==> src/rtl/simplerisc_pkg.sv <==
// Shared SimpleRISC definitions for the hazard controller: opcodes, forward
// selects, the shadow-scoreboard entry and the ID-stage register-use decoder.
package simplerisc_pkg;

    localparam logic [4:0] OP_ADD  = 5'b00000;
    localparam logic [4:0] OP_SUB  = 5'b00001;
    localparam logic [4:0] OP_MUL  = 5'b00010;
    localparam logic [4:0] OP_DIV  = 5'b00011;
    localparam logic [4:0] OP_MOD  = 5'b00100;
    localparam logic [4:0] OP_CMP  = 5'b00101;
    localparam logic [4:0] OP_AND  = 5'b00110;
    localparam logic [4:0] OP_OR   = 5'b00111;
    localparam logic [4:0] OP_NOT  = 5'b01000;
    localparam logic [4:0] OP_MOV  = 5'b01001;
    localparam logic [4:0] OP_LSL  = 5'b01010;
    localparam logic [4:0] OP_LSR  = 5'b01011;
    localparam logic [4:0] OP_ASR  = 5'b01100;
    localparam logic [4:0] OP_NOP  = 5'b01101;
    localparam logic [4:0] OP_LD   = 5'b01110;
    localparam logic [4:0] OP_ST   = 5'b01111;
    localparam logic [4:0] OP_BEQ  = 5'b10000;
    localparam logic [4:0] OP_BGT  = 5'b10001;
    localparam logic [4:0] OP_B    = 5'b10010;
    localparam logic [4:0] OP_CALL = 5'b10011;
    localparam logic [4:0] OP_RET  = 5'b10100;

    // EX operand selects: register file, EX/MA result, MA/RW result
    localparam logic [1:0] FWD_RF = 2'd0;
    localparam logic [1:0] FWD_MA = 2'd1;
    localparam logic [1:0] FWD_RW = 2'd2;

    localparam logic [3:0] RA_REG = 4'd15;

    typedef struct packed {
        logic       valid;
        logic       wr;
        logic [3:0] rd;
        logic       is_load;
        logic       is_mdu;
    } sb_entry_t;

    // Register usage of the instruction in ID; operand A is rs1 (or ra for
    // ret), operand B is rs2 (the stored value for st)
    typedef struct packed {
        logic       rd_a;
        logic [3:0] src_a;
        logic       rd_b;
        logic [3:0] src_b;
        sb_entry_t  ent;
    } id_dec_t;

    typedef enum logic {RUN = 1'b0, MDU_BUSY = 1'b1} mdu_state_t;

    function automatic id_dec_t decode_id(input logic [4:0] op, input logic imm,
                                          input logic [3:0] rs1, input logic [3:0] rs2,
                                          input logic [3:0] rd);
        id_dec_t d;
        d           = '0;
        d.src_a     = rs1;
        d.src_b     = rs2;
        d.ent.valid = 1'b1;
        d.ent.rd    = rd;
        case (op)
            OP_ADD, OP_SUB, OP_AND, OP_OR, OP_LSL, OP_LSR, OP_ASR: begin
                d.rd_a   = 1'b1;
                d.rd_b   = !imm;
                d.ent.wr = 1'b1;
            end
            OP_MUL, OP_DIV, OP_MOD: begin
                d.rd_a       = 1'b1;
                d.rd_b       = !imm;
                d.ent.wr     = 1'b1;
                d.ent.is_mdu = 1'b1;
            end
            OP_NOT, OP_MOV: begin
                d.rd_b   = !imm;
                d.ent.wr = 1'b1;
            end
            OP_CMP: begin
                d.rd_a = 1'b1;
                d.rd_b = !imm;
            end
            OP_LD: begin
                d.rd_a        = 1'b1;
                d.ent.wr      = 1'b1;
                d.ent.is_load = 1'b1;
            end
            OP_ST: begin
                d.rd_a = 1'b1;
                d.rd_b = 1'b1;
            end
            OP_CALL: begin
                d.ent.wr = 1'b1;
                d.ent.rd = RA_REG;
            end
            OP_RET: begin
                d.rd_a  = 1'b1;
                d.src_a = RA_REG;
            end
            OP_B, OP_BEQ, OP_BGT, OP_NOP: ;
            default: ;
        endcase
        return d;
    endfunction

endpackage

==> src/rtl/mdu_seq.sv <==
// Multi-cycle mul/div/mod sequencer: RUN/MDU_BUSY state machine with a
// down-counter that keeps EX frozen until the op has spent its full latency.
module mdu_seq (
    input  logic       clk,
    input  logic       rst,
    input  logic       start,
    input  logic [3:0] cycles,
    output logic       busy
);
    import simplerisc_pkg::*;

    mdu_state_t r_state;
    logic [3:0] r_cnt;
    logic       r_busy;

    // Enter MDU_BUSY for cycles-1 extra EX cycles; the final EX cycle runs in RUN
    always_ff @(posedge clk) begin
        if (!rst) begin
            r_state <= RUN;
            r_cnt   <= '0;
            r_busy  <= 1'b0;
        end else begin
            case (r_state)
                RUN: begin
                    if (start && (cycles > 4'd1)) begin
                        r_state <= MDU_BUSY;
                        r_cnt   <= cycles - 4'd1;
                        r_busy  <= 1'b1;
                    end
                end
                MDU_BUSY: begin
                    if (r_cnt <= 4'd1) begin
                        r_state <= RUN;
                        r_cnt   <= '0;
                        r_busy  <= 1'b0;
                    end else begin
                        r_cnt <= r_cnt - 4'd1;
                    end
                end
                default: r_state <= RUN;
            endcase
        end
    end

    assign busy = r_busy;

endmodule

==> src/rtl/pipeline_hazard_ctrl.sv <==
// Hazard controller for the five-stage SimpleRISC pipeline. Tracks EX/MA/RW
// in a shadow scoreboard and drives stall/bubble/hold/flush plus registered
// EX forward selects. Build option HAZARD_FWD_EN enables forwarding; without
// it the block interlocks on every EX/MA dependence and selects stay 0.
module pipeline_hazard_ctrl #(
    parameter int MUL_CYCLES = 2,
    parameter int DIV_CYCLES = 8
) (
    input  logic       clk,
    input  logic       rst,
    input  logic       id_valid,
    input  logic [4:0] id_opcode,
    input  logic       id_imm,
    input  logic [3:0] id_rs1,
    input  logic [3:0] id_rs2,
    input  logic [3:0] id_rd,
    input  logic       ex_branch_taken,
    output logic       stall_if,
    output logic       bubble_ex,
    output logic       hold_ex,
    output logic       flush,
    output logic [1:0] fwd_a_sel,
    output logic [1:0] fwd_b_sel
);
    import simplerisc_pkg::*;

    localparam logic [3:0] MUL_C = 4'(MUL_CYCLES);
    localparam logic [3:0] DIV_C = 4'(DIV_CYCLES);

    id_dec_t    w_dec;
    sb_entry_t  r_ex, r_ma, r_rw;
    logic       w_a_ex, w_a_ma, w_b_ex, w_b_ma;
    logic       w_haz, w_busy, w_kill, w_start;
    logic [3:0] w_cycles;
    logic       w_unused;

    function automatic logic hits(input logic [3:0] src, input sb_entry_t e);
        return e.valid && e.wr && (e.rd == src);
    endfunction

    assign w_dec  = decode_id(id_opcode, id_imm, id_rs1, id_rs2, id_rd);
    assign w_a_ex = w_dec.rd_a && hits(w_dec.src_a, r_ex);
    assign w_a_ma = w_dec.rd_a && hits(w_dec.src_a, r_ma);
    assign w_b_ex = w_dec.rd_b && hits(w_dec.src_b, r_ex);
    assign w_b_ma = w_dec.rd_b && hits(w_dec.src_b, r_ma);

`ifdef HAZARD_FWD_EN
    // Only a load in EX cannot be forwarded in time
    assign w_haz = id_valid && r_ex.is_load && (w_a_ex || w_b_ex);
`else
    // Interlock until every producer has reached RW
    assign w_haz = id_valid && (w_a_ex || w_a_ma || w_b_ex || w_b_ma);
`endif

    // Priority: flush, then multi-cycle hold, then data hazard
    assign flush     = ex_branch_taken;
    assign hold_ex   = w_busy && !flush;
    assign stall_if  = !flush && (w_busy || w_haz);
    assign bubble_ex = !flush && !w_busy && w_haz;

    // ID contents that must not enter EX this cycle
    assign w_kill   = flush || bubble_ex || !id_valid;
    assign w_start  = !hold_ex && !w_kill && w_dec.ent.is_mdu;
    assign w_cycles = (id_opcode == OP_MUL) ? MUL_C : DIV_C;

    mdu_seq u_mdu (
        .clk    (clk),
        .rst    (rst),
        .start  (w_start),
        .cycles (w_cycles),
        .busy   (w_busy)
    );

    // Shadow scoreboard: advance EX->MA->RW unless EX is frozen
    always_ff @(posedge clk) begin
        if (!rst) begin
            r_ex <= '0;
            r_ma <= '0;
            r_rw <= '0;
        end else if (!hold_ex) begin
            r_rw <= r_ma;
            r_ma <= r_ex;
            r_ex <= w_kill ? '0 : w_dec.ent;
        end
    end

`ifdef HAZARD_FWD_EN
    logic [1:0] r_fwd_a, r_fwd_b;

    // Younger producer in EX wins over MA
    function automatic logic [1:0] pick(input logic hit_ex, input logic hit_ma);
        return hit_ex ? FWD_MA : (hit_ma ? FWD_RW : FWD_RF);
    endfunction

    // Forward selects registered alongside the instruction entering EX
    always_ff @(posedge clk) begin
        if (!rst) begin
            r_fwd_a <= FWD_RF;
            r_fwd_b <= FWD_RF;
        end else if (flush) begin
            r_fwd_a <= FWD_RF;
            r_fwd_b <= FWD_RF;
        end else if (!hold_ex) begin
            if (w_kill) begin
                r_fwd_a <= FWD_RF;
                r_fwd_b <= FWD_RF;
            end else begin
                r_fwd_a <= pick(w_a_ex, w_a_ma);
                r_fwd_b <= pick(w_b_ex, w_b_ma);
            end
        end
    end

    assign fwd_a_sel = r_fwd_a;
    assign fwd_b_sel = r_fwd_b;
`else
    assign fwd_a_sel = FWD_RF;
    assign fwd_b_sel = FWD_RF;
`endif

    // RW entry completes the shadow pipeline but the write-first register
    // file means nothing needs to compare against it
    assign w_unused = ^{r_rw, r_ma.is_load, r_ma.is_mdu, r_ex.is_mdu, r_ex.is_load};

endmodule

==> config.mk <==
export PLATFORM = sky130hd
export DESIGN_NAME = pipeline_hazard_ctrl
export DESIGN_NICKNAME = d
export VERILOG_FILES = /design/src/rtl/simplerisc_pkg.sv /design/src/rtl/mdu_seq.sv /design/src/rtl/pipeline_hazard_ctrl.sv
export SDC_FILE = /design/constraint.sdc
export NUM_CORES = 1
export LEC_CHECK = 0
export ABC_AREA = 1
export BUFFER_PORTS_ARGS = -buffer_cell sky130_fd_sc_hd__buf_2
export CORE_MARGIN = 4
export CORE_UTILIZATION = 53
export CTS_BUF_LIST = sky130_fd_sc_hd__clkbuf_8 sky130_fd_sc_hd__clkbuf_16
export CTS_CLUSTER_DIAMETER = 30
export DETAILED_ROUTE_END_ITERATION = 7
export HOLD_SLACK_MARGIN = 0.06
export PLACE_DENSITY = 0.9
export SLEW_MARGIN = 10
export SYNTH_ARGS = -nofsm -noshare
export SYNTH_HDL_FRONTEND = slang
export SYNTH_SLANG_ARGS = --single-unit
==> constraint.sdc <==
create_clock -name clk -period 1.8 [get_ports clk]
set_input_delay 0.18 -clock clk [delete_from_list [all_inputs] [get_ports clk]]
set_output_delay 0.18 -clock clk [all_outputs]
set_load 0.02 [all_outputs]
* Word-level counts from Yosys, hierarchy flattened
Index checks and enable logic that the tools add are counted.
** Cells by class
- Add/sub/neg operators :: 2
- $lt $le $gt $ge :: 2
- Equal/unequal tests :: 22
- Mux-type cells :: 18
- Bitwise gates (word level) :: 1
- Reduce and logical (&&, ||, !) cells :: 36
** Operators with widths (number)
- 5-bit by 4-bit equality test with 1-bit output (second input constant) :: 7
- 14-bit OR reduction :: 2
- 5-bit by 3-bit equality test with 1-bit output (second input constant) :: 4
- 4-bit two-way mux :: 5
- 1-bit logical AND :: 18
- 4-bit equality test :: 4
- 13-bit OR reduction :: 1
- 5-bit by 2-bit equality test with 1-bit output (second input constant) :: 2
- 5-bit equality test (second input constant) :: 2
- 1-bit two-way mux :: 8
- 8-bit two-way mux :: 1
- 4-bit one-hot mux with 2 select lines :: 1
- 4-bit by 1-bit subtractor with 4-bit output (second input constant) :: 2
- 1-bit zero test :: 6
- 1-bit logical OR :: 6
- 1-bit one-hot mux with 2 select lines :: 3
- 5-bit by 1-bit equality test with 1-bit output (second input constant) :: 1
- 5-bit zero test :: 1
- 4-bit by 1-bit > comparator with 1-bit output (second input constant) :: 1
- 4-bit by 1-bit less-or-equal comparator with 1-bit output (second input constant) :: 1
- 3-bit OR reduction :: 1
- 2-bit by 1-bit != test with 1-bit output (second input constant) :: 1
- 2-bit != test (second input constant) :: 1
- 2-bit AND reduction :: 1
- 1-bit NOT :: 1
** Storage, ports and cells
- Flip-flop bits (word level) :: 18
- Output and inout port bits :: 8

* Logic depth before layout (Yosys ltp)
- Depth in word-level cells :: 18
- Gate-level depth with buffers :: 16
- Gate-level depth less buffers :: 15

* Modules after synthesis
A second synthesis with hierarchy kept.
** Second synthesis, totals
- Cells, all modules :: 241
- Area total of the unflattened synthesis :: 1497.7 µm²
** By module, submodules not included
- pipeline_hazard_ctrl :: instances 1, cells an instance 172, area an instance 1046.0 µm²
- mdu_seq :: instances 1, cells an instance 69, area an instance 451.7 µm²

* Worst setup path after synthesis
No wires, ideal clock.
- Path kind :: input-to-output
- Start :: input id_opcode[0]
- End :: output stall_if
- Arrival time :: 1.458 ns
- Required time :: 1.620 ns
- Setup slack :: 0.162 ns
- Stages on the path :: 12
- Path through :: nor2_1 nand3_2 buf_6 nand3_1 nand2_1 nor2_1 nand3_1 nand2_1 nand2_2 nand2_1 nand2_1 a21oi_1
** Between the ends
- Word-level cells in the longest chain between the ends :: 11
- Elaborated cells between the ends (all ways) :: 35
- Classes of those cells :: eq/ne (17); mux (3); reduce/logical (15)
** RTL lines
- start, declared :: line pipeline_hazard_ctrl.sv:12 : input logic [4:0] id_opcode,
- 5-bit equality test :: line simplerisc_pkg.sv:63 : case (op)
- 4-bit two-way mux :: line simplerisc_pkg.sv:63
- 4-bit equality test :: line pipeline_hazard_ctrl.sv:38 : return e.valid && e.wr && (e.rd == src);
- 1-bit logical AND :: line pipeline_hazard_ctrl.sv:38
- 1-bit logical AND, on equally long branches :: line pipeline_hazard_ctrl.sv:42, pipeline_hazard_ctrl.sv:43
- 1-bit logical OR (2 in a row) :: line pipeline_hazard_ctrl.sv:52 : assign w_haz = id_valid && (w_a_ex || w_a_ma || w_b_ex || w_b_ma);
- 1-bit logical OR * :: line pipeline_hazard_ctrl.sv:52
- 1-bit logical AND * :: line pipeline_hazard_ctrl.sv:52
- 1-bit logical OR * :: line pipeline_hazard_ctrl.sv:58 : assign stall_if = !flush && (w_busy || w_haz);
- 1-bit logical AND * :: line pipeline_hazard_ctrl.sv:58
- end, declared :: line pipeline_hazard_ctrl.sv:18 : output logic stall_if,
Mark *: on every way between the ends. The rest lies on a longest branch, timed or not.

* Final worst setup path
- Start :: input id_opcode[2]
- End :: output stall_if
The elaborated chain is that of the path after synthesis.

==> summary.txt <==
fin. max-slew vios = 0
die height = 57.69 um
Worst VDD drop = 0.4394 mV
DR WL met2 = 1.719 mm
worst skew pair latency = 0.25 ns
Routed WL per cell = 12.80 um
fillers = 158
initial core utilization = 57.50%
area of the multi-input gates = 877.1 um2
antenna fix cells = 0
crit-path max FO = 6
yosys warns = 0
clock-pin slew on the worst setup and hold paths = 0.07 ns
CP Cell Sequence = buf_6, inv_4, nor2_4, nand3_4, nand2_2, o21ai_0, nor2_1, nand2_1, nand2_1, nand2_2, nand2_2, nand2_2, a21oi_2, buf_4
Final period util = 103.0%
Leakage = 0.0008499 uW
DR WL met3 = 268 um
post-synthesis cell area = 1309 um2
cts bufs inserted = 3
first-pass GRT wire length = 5.340 mm
CTS HTree Levels = 1
post-synthesis adder-cell area fraction = 1.912%
CP startpoint kind = primary input
vias in the first global route = 1330
final wirelength = 3.558 mm
share of layout cells above drive strength 1 = 32.40%
Synth top area share = 27.53%
Critical-path top delay cell = nor2_4
Synth area leader = dfxtp_1
Crit. End Element = output pin
mux contribution to synthesized area = 0%
Worst EP required = 1.62 ns
synthesized instance count = 211
Avg Inst Size Synth = 6.203 um2
most numerous cell in the Yosys netlist = nand2_1
DRT Pass-1 Iters = 4
routed vias = 1525
crit-path leading delay family = simple AND/OR/NAND/NOR gates
Final Worst Setup Slack = -0.05421 ns
DR top layer = met4
synthesized flop and latch total = 18
Synth async-reset ratio = 0%
EDFF count, synth = 0
# setup viols final = 1
clock root buffer master = clkbuf_8
Netlist cell types = 28
post-synthesis sequential area ratio = 27.53%
post-synthesis simple-gate area fraction = 34.70%
Area Growth Syn to Fin = 30.21%
top post-synthesis cells by count = nand2_1 (46), inv_1 (30), nor2_1 (21)
Finished Core Util = 74.88%
Max Cap Viol = 0
number of cell rows = 17
initial antenna violation count = 0
core area = 2276 um2
outcome = finished with violations
M1 wire length = 1.509 mm
num ports = 30
top post-synthesis cells by area = dfxtp_1 (28%), nand2_1 (13%), inv_1 (8.6%)
DR iter-0 viols = 52
chip width = 57.69 um
pin count of the biggest net entering global routing = 19
CP dominant cell by count = nand2_2
Tmin final = 1.854 ns
WP buf/inv = 3
failing checks = negative setup slack
Die ar. = 3328 um2
Clock Skews = 0.001367 ns
Tot GR Track Use = 19.80%
gpl congestion = 0.9063
RSZ-0062 raised after global routing = true
Hold Violations, Final = 0
DP Area = 1468 um2
Synth Area in XOR/XNOR = 4.685%
Nets = 275
largest family of logic cells by synthesized area = simple AND/OR/NAND/NOR gates
pwr dens = 555.8 nW/um2
dpl cells = 265
post-synthesis compound-gate area fraction = 17.30%
drt via density = 5.486
Detail Placement HPWL = 2.383 mm
design area = 1704 um2
port bufs = 25
maximum root-to-sink buffer count = 2
final antenna-violating net count = 0
non-filler instance count after layout = 278
sequential cell area = 372.9 um2
Hold Crit Class = primary input to register
crit-path max cell delay = 0.17 ns
CTS tree = built
Main synth FF type = dfxtp_1
critical path type = primary input to output pin
Hold Buf Count CTS = 0
CP arrival = 1.67 ns
DRC violations left = 0
Peak Freq = 539.3 MHz
Overflow after GRT = 0
CTS sink cnt = 18
power by group:
part           switching, uW  total, uW  internal [uW]
logic                    118        197           78.7
clock network            136        330            194
registers               10.9        420            409
total                    265        947            682
sequential cells by signal, summed over array words and instances, names as in the netlist:
| register | count |
|---|---|
| r_ma | 6 |
| r_ex | 6 |
| u_mdu.r_state | 1 |
| u_mdu.busy | 1 |
| u_mdu.r_cnt | 4 |
repair_timing:
action / in CTS / in global routing
pin swaps: 1 / 18
gates cloned: 0 / 1
resized for setup: 6 / 34
setup endpoints to repair: 2 / 7
setup buffers: 2 / 6
final cells by class:
type                       count  share of cell area, %
multi-input combinational    157                  51.47
inverter                      32                  7.342
clock buffer                   4                  3.231
tap                           28                  2.056
timing repair buffer          39                  14.02
sequential                    18                  21.88
worst register-to-register path, stage by stage (launching register included):
cell	delay, ns
dfxtp_2	0.34
nand2_2	0.07
a21oi_2	0.09
and3b_1	0.17
nand3_1	0.08
o21ai_2	0.09
nand2_2	0.10
buf_4	0.14
buf_4	0.13
nand4_2	0.12
nand2_2	0.09
nor2_1	0.10
nor2_1	0.05
through the flow:
stage	power, uW	setup slack (ns)	setup TNS [ns]	hold WS (ns)
after floorplan	540.7	0.1624	0	0.3834
after global placement	590.5	0.02615	0	0.4636
after detailed placement	594.5	-0.01321	-0.01321	0.4736
after CTS	928.8	0.002102	0	0.2186
after global routing	999.5	-0.1555	-0.2715	0.2594
final	947.1	-0.05421	-0.05421	0.2289
final timing paths:
path                                   start  slack [ns]        endpoint  depth (start not counted)
worst min-delay path                id_rd[2]        0.23         r_ex[4]                          3
worst max-delay path            id_opcode[2]       -0.05        stall_if                         14
worst min register to register       r_ex[6]        0.48         r_ex[6]                          2
worst max register to register       r_ex[6]        0.13  u_mdu.r_cnt[1]                         12
routing by layer:
layer | global-route usage [%] | up-vias
met2 | 34.84 | 77
met4 | 7.285 | 0
li1 | - | 755
met1 | 24.12 | 685
met3 | 3.118 | 8
met5 | 0 | -
cell families after synthesis:
kind of cell	count (synthesis)
buf+inv	40
other cells	1
compound gates	43
xor+xnor	7
simple gates	100
fa+ha+maj	2
flops	18
cells in the final DEF, fill, tap and decap left out, types with 2 or more instances in the layout:
cell type   n
inv_2       4
xnor2_1     4
dfxtp_1    10
dfxtp_2     7
conb_1      4
o21ai_0    17
inv_1      26
ha_1        2
nand4_1     4
nand2_2     8
nor3_1      3
o211ai_1    2
nor2_1     20
nand2_1    39
clkbuf_8    4
inv_4       2
a21oi_2     3
nand3_1    17
nand3_2     3
a21oi_1    17
xnor2_2     2
nor2_4      2
buf_2      23
buf_4      15
Power figures use the tool's default switching activity.
